--- src/rtl/dct_sequencer.sv ---
// dct_sequencer
// Buffers one frame of signed fixed-point samples from an input stream,
// programs an Avalon-MM DCT slave (M at addr 2, log2 size at addr 0),
// bursts the samples into addr 1 on consecutive cycles, then reads every
// coefficient back and forwards it on an output stream.
//
// Ports
//   Clock, ResetN           : clock (rising edge), synchronous active-low reset
//   start, cfg_m, cfg_log2n : frame request and format; sampled in IDLE only
//   busy, frame_done        : status; frame_done pulses after the last output
//   in_data/in_valid/in_ready                  : sample stream (sink)
//   out_data/out_index/out_last/out_valid/out_ready : coefficient stream
//   dct_address/dct_read/dct_write/dct_writedata/dct_readdata/dct_done
//                           : Avalon-MM master towards the DCT slave
//   dbg_state_o             : current FSM state encoding for observation
//
// Handshake: a transfer happens on a rising edge where valid and ready are
// both high. A valid source holds its data stable until that edge; ready
// may be driven independently of valid.
//
// All outputs are registered: the combinational block computes the value
// each output takes in the next state, and the flops present it.
module dct_sequencer #(
  parameter int NBITS    = 16,
  parameter int MAX_LOG2 = 5
) (
  input  logic             Clock,
  input  logic             ResetN,
  input  logic             start,
  input  logic [7:0]       cfg_m,
  input  logic [3:0]       cfg_log2n,
  output logic             busy,
  output logic             frame_done,
  input  logic [NBITS-1:0] in_data,
  input  logic             in_valid,
  output logic             in_ready,
  output logic [NBITS-1:0] out_data,
  output logic [7:0]       out_index,
  output logic             out_last,
  output logic             out_valid,
  input  logic             out_ready,
  output logic [7:0]       dct_address,
  output logic             dct_read,
  output logic             dct_write,
  output logic [NBITS-1:0] dct_writedata,
  input  logic [NBITS-1:0] dct_readdata,
  input  logic             dct_done,
  output logic [2:0]       dbg_state_o
);

  // Counters must reach N = 2^MAX_LOG2 itself, hence one extra bit.
  localparam int          CW    = MAX_LOG2 + 1;
  localparam int          DEPTH = 1 << MAX_LOG2;
  localparam logic [3:0]  MAX_L = 4'(MAX_LOG2);

  typedef enum logic [2:0] {
    IDLE  = 3'd0,
    CFG_M = 3'd1,
    CFG_N = 3'd2,
    FILL  = 3'd3,
    BURST = 3'd4,
    READ  = 3'd5,
    OUT   = 3'd6
  } state_t;

  state_t            state_q, state_d;
  logic [CW-1:0]     cnt_q, cnt_d;
  logic [CW-1:0]     k_q, k_d;
  logic [7:0]        m_q, m_d;
  logic [3:0]        l_q, l_d;

  logic              busy_q, busy_d;
  logic              frame_done_q, frame_done_d;
  logic              in_ready_q, in_ready_d;
  logic [NBITS-1:0]  out_data_q, out_data_d;
  logic [7:0]        out_index_q, out_index_d;
  logic              out_last_q, out_last_d;
  logic              out_valid_q, out_valid_d;
  logic [7:0]        dct_address_q, dct_address_d;
  logic              dct_read_q, dct_read_d;
  logic              dct_write_q, dct_write_d;
  logic [NBITS-1:0]  dct_writedata_q, dct_writedata_d;

  logic [NBITS-1:0]  mem_q [DEPTH];

  logic [CW-1:0]     n_val;
  logic [CW-1:0]     n_m1;
  logic [3:0]        l_sat;
  logic              accept;

  assign n_val  = CW'(1) << l_q;
  assign n_m1   = n_val - CW'(1);
  assign l_sat  = (cfg_log2n > MAX_L) ? MAX_L : cfg_log2n;
  assign accept = in_ready_q & in_valid;

  always_comb begin
    state_d         = state_q;
    cnt_d           = cnt_q;
    k_d             = k_q;
    m_d             = m_q;
    l_d             = l_q;
    frame_done_d    = 1'b0;
    out_valid_d     = 1'b0;
    out_data_d      = out_data_q;
    out_index_d     = out_index_q;
    out_last_d      = out_last_q;
    dct_read_d      = 1'b0;
    dct_write_d     = 1'b0;
    dct_address_d   = 8'd0;
    dct_writedata_d = '0;

    case (state_q)
      IDLE: begin
        // frame_done_q marks the cycle right after a frame ends; a start
        // still held from that frame must not launch a new one.
        if (start && !frame_done_q) begin
          m_d             = cfg_m;
          l_d             = l_sat;
          state_d         = CFG_M;
          dct_write_d     = 1'b1;
          dct_address_d   = 8'd2;
          dct_writedata_d = NBITS'(cfg_m);
        end
      end
      CFG_M: begin
        state_d         = CFG_N;
        dct_write_d     = 1'b1;
        dct_address_d   = 8'd0;
        dct_writedata_d = NBITS'(l_q);
      end
      CFG_N: begin
        state_d = FILL;
        cnt_d   = '0;
      end
      FILL: begin
        if (accept) begin
          cnt_d = cnt_q + CW'(1);
          if (cnt_q == n_m1) begin
            // The first burst word is presented together with the state
            // change. For a one-sample frame that word is the sample being
            // accepted right now, so it bypasses the buffer.
            state_d         = BURST;
            cnt_d           = CW'(1);
            dct_write_d     = 1'b1;
            dct_address_d   = 8'd1;
            dct_writedata_d = (l_q == 4'd0) ? in_data : mem_q[0];
          end
        end
      end
      BURST: begin
        // cnt_q is the index of the next word to present.
        if (cnt_q == n_val) begin
          state_d       = READ;
          k_d           = '0;
          dct_read_d    = 1'b1;
          dct_address_d = 8'd0;
        end else begin
          dct_write_d     = 1'b1;
          dct_address_d   = 8'd1;
          dct_writedata_d = mem_q[cnt_q[MAX_LOG2-1:0]];
          cnt_d           = cnt_q + CW'(1);
        end
      end
      READ: begin
        if (dct_done) begin
          state_d     = OUT;
          out_valid_d = 1'b1;
          out_data_d  = dct_readdata;
          out_index_d = 8'(k_q);
          out_last_d  = (k_q == n_m1);
        end else begin
          dct_read_d    = 1'b1;
          dct_address_d = 8'(k_q);
        end
      end
      OUT: begin
        out_valid_d = 1'b1;
        if (out_ready) begin
          out_valid_d = 1'b0;
          if (k_q == n_m1) begin
            frame_done_d = 1'b1;
            state_d      = IDLE;
          end else begin
            k_d           = k_q + CW'(1);
            state_d       = READ;
            dct_read_d    = 1'b1;
            dct_address_d = 8'(k_q + CW'(1));
          end
        end
      end
      default: state_d = IDLE;
    endcase

    busy_d     = (state_d != IDLE);
    in_ready_d = (state_d == FILL);
  end

  always_ff @(posedge Clock) begin
    if (!ResetN) begin
      state_q         <= IDLE;
      cnt_q           <= '0;
      k_q             <= '0;
      m_q             <= 8'd0;
      l_q             <= 4'd0;
      busy_q          <= 1'b0;
      frame_done_q    <= 1'b0;
      in_ready_q      <= 1'b0;
      out_data_q      <= '0;
      out_index_q     <= 8'd0;
      out_last_q      <= 1'b0;
      out_valid_q     <= 1'b0;
      dct_address_q   <= 8'd0;
      dct_read_q      <= 1'b0;
      dct_write_q     <= 1'b0;
      dct_writedata_q <= '0;
    end else begin
      state_q         <= state_d;
      cnt_q           <= cnt_d;
      k_q             <= k_d;
      m_q             <= m_d;
      l_q             <= l_d;
      busy_q          <= busy_d;
      frame_done_q    <= frame_done_d;
      in_ready_q      <= in_ready_d;
      out_data_q      <= out_data_d;
      out_index_q     <= out_index_d;
      out_last_q      <= out_last_d;
      out_valid_q     <= out_valid_d;
      dct_address_q   <= dct_address_d;
      dct_read_q      <= dct_read_d;
      dct_write_q     <= dct_write_d;
      dct_writedata_q <= dct_writedata_d;
    end
  end

  // Sample buffer: contents are don't-care after reset, so no reset here.
  always_ff @(posedge Clock) begin
    if (ResetN && accept) begin
      mem_q[cnt_q[MAX_LOG2-1:0]] <= in_data;
    end
  end

  assign busy          = busy_q;
  assign frame_done    = frame_done_q;
  assign in_ready      = in_ready_q;
  assign out_data      = out_data_q;
  assign out_index     = out_index_q;
  assign out_last      = out_last_q;
  assign out_valid     = out_valid_q;
  assign dct_address   = dct_address_q;
  assign dct_read      = dct_read_q;
  assign dct_write     = dct_write_q;
  assign dct_writedata = dct_writedata_q;
  assign dbg_state_o   = state_q;

endmodule

--- config.mk ---
export PLATFORM = sky130hd
export DESIGN_NAME = dct_sequencer
export DESIGN_NICKNAME = d
export VERILOG_FILES = /design/src/rtl/dct_sequencer.sv
export SDC_FILE = /design/constraint.sdc
export NUM_CORES = 1
export LEC_CHECK = 0
export CAP_MARGIN = 20
export CELL_PAD_IN_SITES_DETAIL_PLACEMENT = 1
export CELL_PAD_IN_SITES_GLOBAL_PLACEMENT = 2
export CORE_MARGIN = 10
export CORE_UTILIZATION = 42
export DETAILED_ROUTE_END_ITERATION = 12
export GPL_TIMING_DRIVEN = 0
export HOLD_SLACK_MARGIN = 0.1
export PLACE_DENSITY = 0.78
export SLEW_MARGIN = 20
export SYNTH_ARGS = -nofsm -noshare
export SYNTH_HDL_FRONTEND = slang
export SYNTH_SLANG_ARGS = --single-unit
--- constraint.sdc ---
create_clock -name Clock -period 2.82 [get_ports Clock]
set_input_delay 0.282 -clock Clock [delete_from_list [all_inputs] [get_ports Clock]]
set_output_delay 0.282 -clock Clock [all_outputs]
set_load 0.05 [all_outputs]
==> summary.txt <==
Logic synthesis
  • Number of synthesized flops with an enable pin: 512
  • Area contributors post-synth: edfxtp_1 66%, mux4_2 16%, dfxtp_1 6.6%
  • Post-synthesis sequential area ratio: 0.729
  • Cells after Synth: 1217
  • Post-Syn Area: 23200 um^2
  • Asr flop ratio synth: 0
  • Synth warn: 0
  • Post-synth top area cell: edfxtp_1
  • Post-synth top flop: edfxtp_1
  • Average cell area after synthesis: 19.0 um^2
  • Synth cell types: 69
  • Synthesis-stage register bit count: 588
  • Synth top area share: 0.663

STA
  • Final WS setup: -0.147 ns
  • Final hold vios: 0
  • RSZ-0062 raised after global routing: true
  • Max Clock Skew: 0.0204 ns
  • Hold_ws: 0.165 ns
  • Fin crit share: 1.05
  • Slew headroom: 0.250
  • Fin crit period: 2.97 ns
  • Slew @ Worst Pin: 1.12 ns
  • Pins Over Slew Limit: 0
  • Setup Viol. Count Final: 40
  • Max Clk Rate: 337 MHz
  • Final TNS setup: -2.68 ns

Run status
  • Failing checks: negative setup slack
  • Outcome: complete, but fails checks

GRT
  • First-pass GRT wire length: 87.3 mm
  • Grt total ovfl: 0
  • All-Layer GR Usage: 0.182
  • Initial antenna violation count: 0
  • Vias in the first global route: 13.2k
  • Largest net degree at the start of global routing: 34

Clock network
  • H-tree Lvls: 2
  • CTS sink cnt: 588
  • Worst-path clk slew: 0.06 ns
  • Clock Latency Late Sink: 0.63 ns
  • CTS tree: yes
  • Clock Tree Buf Depth: 3
  • TritonCTS buffer count: 58
  • CTS root buf: clkbuf_16
  • Hold buffers post-CTS: 0

Place
  • Final HPWL DP: 39.7 mm
  • IO buf count: 104
  • Placer Congestion: 0.797

Critical path
  • Worst R2R Path Depth: 12
  • CP cell instances: buf_6 -> nand2b_4 -> or3_4 -> ha_4 -> or4_4 -> a21o_1 -> o221ai_2 -> o311a_4 -> nor3b_4 -> nand2_4 -> buf_12 -> o22ai_2
  • Bufs and invs on worst path: 2
  • Critical Path Sink: dct_writedata[13]
  • Critical path's top delay family: simple AND/OR/NAND/NOR gates
  • Reg-to-reg endpoint: dct_writedata[13]
  • Largest stage delay, worst path: 0.44 ns
  • CP max-delay cell: or4_4
  • Worst EP arrival: 3.50 ns
  • R2R setup slack: -0.15 ns
  • FF-to-FF Start: l_q[3]
  • Crit-path max FO: 5
  • Crit start category: register
  • Critical path class: reg -> reg
  • Nature of the critical path endpoint: register
  • Worst path depth: 12
  • CP required: 3.35 ns
  • Crit path from: l_q[3]

Routing
  • # DRC: 0
  • Total wire length: 59.1 mm
  • Remaining antenna violation count: 0
  • First DRT Iteration DRCs: 1053
  • Detailed-route vias per instance: 5.70
  • DR pass1 iterations: 5
  • Routed vias: 12.5k
  • WL/cell: 27.0 um

Layout
  • Area Overhead vs Synth: 21.8%
  • Share of layout cells above drive strength 1: 0.307
  • Fin util: 0.514
  • Fillers: 4941
  • Ant diodes: 0
  • Nets: 1489

Die
  • Standard-cell rows: 86
  • DIE AREA: 65000 um^2
  • Die extent in x: 255 um
  • Initial core utilization: 0.422
  • Core area: 54900 um^2
  • Die Span Y: 255 um
  • # IOs: 108

Hold path
  • Class of the worst hold path: in -> reg

Power and ir drop
  • Power Density: 656 nW/um^2
  • Leakage: 8.69 nW
  • VDD IR max: 0.513 mV

Flow run
  • MaxCap Viol Count: 0
-- layer usage --
metal / up-vias / global-route usage / part of all wire
met1: 6617 / 0.240 / 0.42
met3: 82 / 0.0330 / 0.062
met5: - / 0 / 0
met4: 0 / 0.0498 / 0.020
met2: 400 / 0.307 / 0.50
li1: 5354 / - / -
-- cells in the mapped netlist (5+ instances only) --
cell        n
a21oi_1    38
a22oi_1     5
a31oi_1     7
and3_1      6
buf_2      16
buf_4       8
clkbuf_1   43
dfxtp_1    76
edfxtp_1  512
ha_1        6
inv_1       6
mux2i_1    29
mux4_2    160
nand2_1    89
nand3_1    15
nand3b_1    5
nor2_1     63
nor2b_1     6
nor3_1     12
o21ai_0    16
o21bai_1    5
o221ai_1    5
o22ai_1     8
or3_1       5
xnor2_1     9
-- flip-flops by register name (all words and copies together), names as in the netlist, 3 cells and up, named ones only --
signal         flops
out_data          16
cnt_q              6
dbg_state_o        3
k_q                6
dct_writedata     16
out_index          6
mem_q            512
dct_address        7
l_q                4
-- cell usage in the layout, fill, tap and decap left out, drive strengths merged, types with 7 or more instances in the layout --
master,synthesis,routed
a21oi,39,39
a31oi,7,7
buf,30,96
bufinv,0,10
clkbuf,44,112
clkdlybuf4s50,0,88
clkinv,1,22
dfxtp,76,76
edfxtp,512,512
inv,6,10
mux2i,29,29
mux4,160,160
nand2,90,90
nand3,15,15
nor2,63,63
nor3,13,13
o21ai,19,19
o22ai,8,8
xnor2,9,9
-- how the worst min path moves through the flow --
stage	from	end	slack [ns]	depth (start not counted)
2_1_floorplan	in_data[0]	mem_q[0][0]	0.38	0
3_3_place_gp	out_data[14]	out_data[14]	0.44	2
3_5_place_dp	out_data[12]	out_data[12]	0.45	2
4_1_cts	dct_readdata[14]	out_data[14]	0.19	3
5_1_grt	in_data[7]	mem_q[29][7]	0.19	1
6_report	in_data[7]	mem_q[29][7]	0.17	1
-- worst register-to-register path, cell delays in order (launching register included) --
cell and delay [ns]:
dfxtp_2 0.34, buf_6 0.12, nand2b_4 0.13, or3_4 0.39, ha_4 0.18, or4_4 0.44
a21o_1 0.20, o221ai_2 0.08, o311a_4 0.25, nor3b_4 0.25, nand2_4 0.14, buf_12 0.18
o22ai_2 0.18
-- cells by family (layout without fill, tap and decap cells) --
family / Yosys count / after routing / synth area share
adders and majority gates: 6 / 6 / 0.00324
DFF: 588 / 588 / 0.729
xor gates and xnor gates: 13 / 13 / 0.00491
buffers and inverters: 81 / 343 / 0.0160
and+or+nand+nor: 229 / 229 / 0.0469
AOI/OAI and AO/OA: 106 / 106 / 0.0300
muxes: 193 / 193 / 0.170
other: 1 / 3 / 0.000162
-- area by class of cell --
class                           count  area (um^2)  area share
Tap cell                          704          881      0.0312
Buffer                             73          430      0.0152
Sequential cell                   588        16900       0.599
Timing Repair Buffer              155         1550      0.0550
Multi-Input combinational cell    550         6440       0.228
Clock buffer                       69         1510      0.0536
Clock inverter                     39          477      0.0169
Inverter                            7         30.0     0.00106
-- repair_timing --
action                                  CTS  global route
cloned                                    1             0
buffers inserted                         13            12
pin swaps                                21            20
resized for setup                        78            36
endpoints found under the setup margin   49           228
-- report_power, final --
part           total, W  switching, W  internal, W
Sequential      0.00950     0.0000264      0.00947
Combinational  0.000960      0.000583     0.000377
Clock           0.00806       0.00329      0.00476
Total            0.0185       0.00390       0.0146
-- through the flow --
step | setup slack (ns) | instances | total power (W) | cell area [um^2]
6_report | -0.147 | 2185 | 0.0185 | 28200
5_1_grt | -0.228 | 2185 | 0.0191 | 28200
4_1_cts | -0.0843 | 2173 | 0.0186 | 28000
3_5_place_dp | -0.738 | 2052 | 0.0105 | 25600
3_3_place_gp | -1.25 | 2027 | 0.0105 | 25200
2_1_floorplan | -0.0279 | 1219 | 0.0102 | 23300
Note: power is estimated with default switching activity, not from simulation.
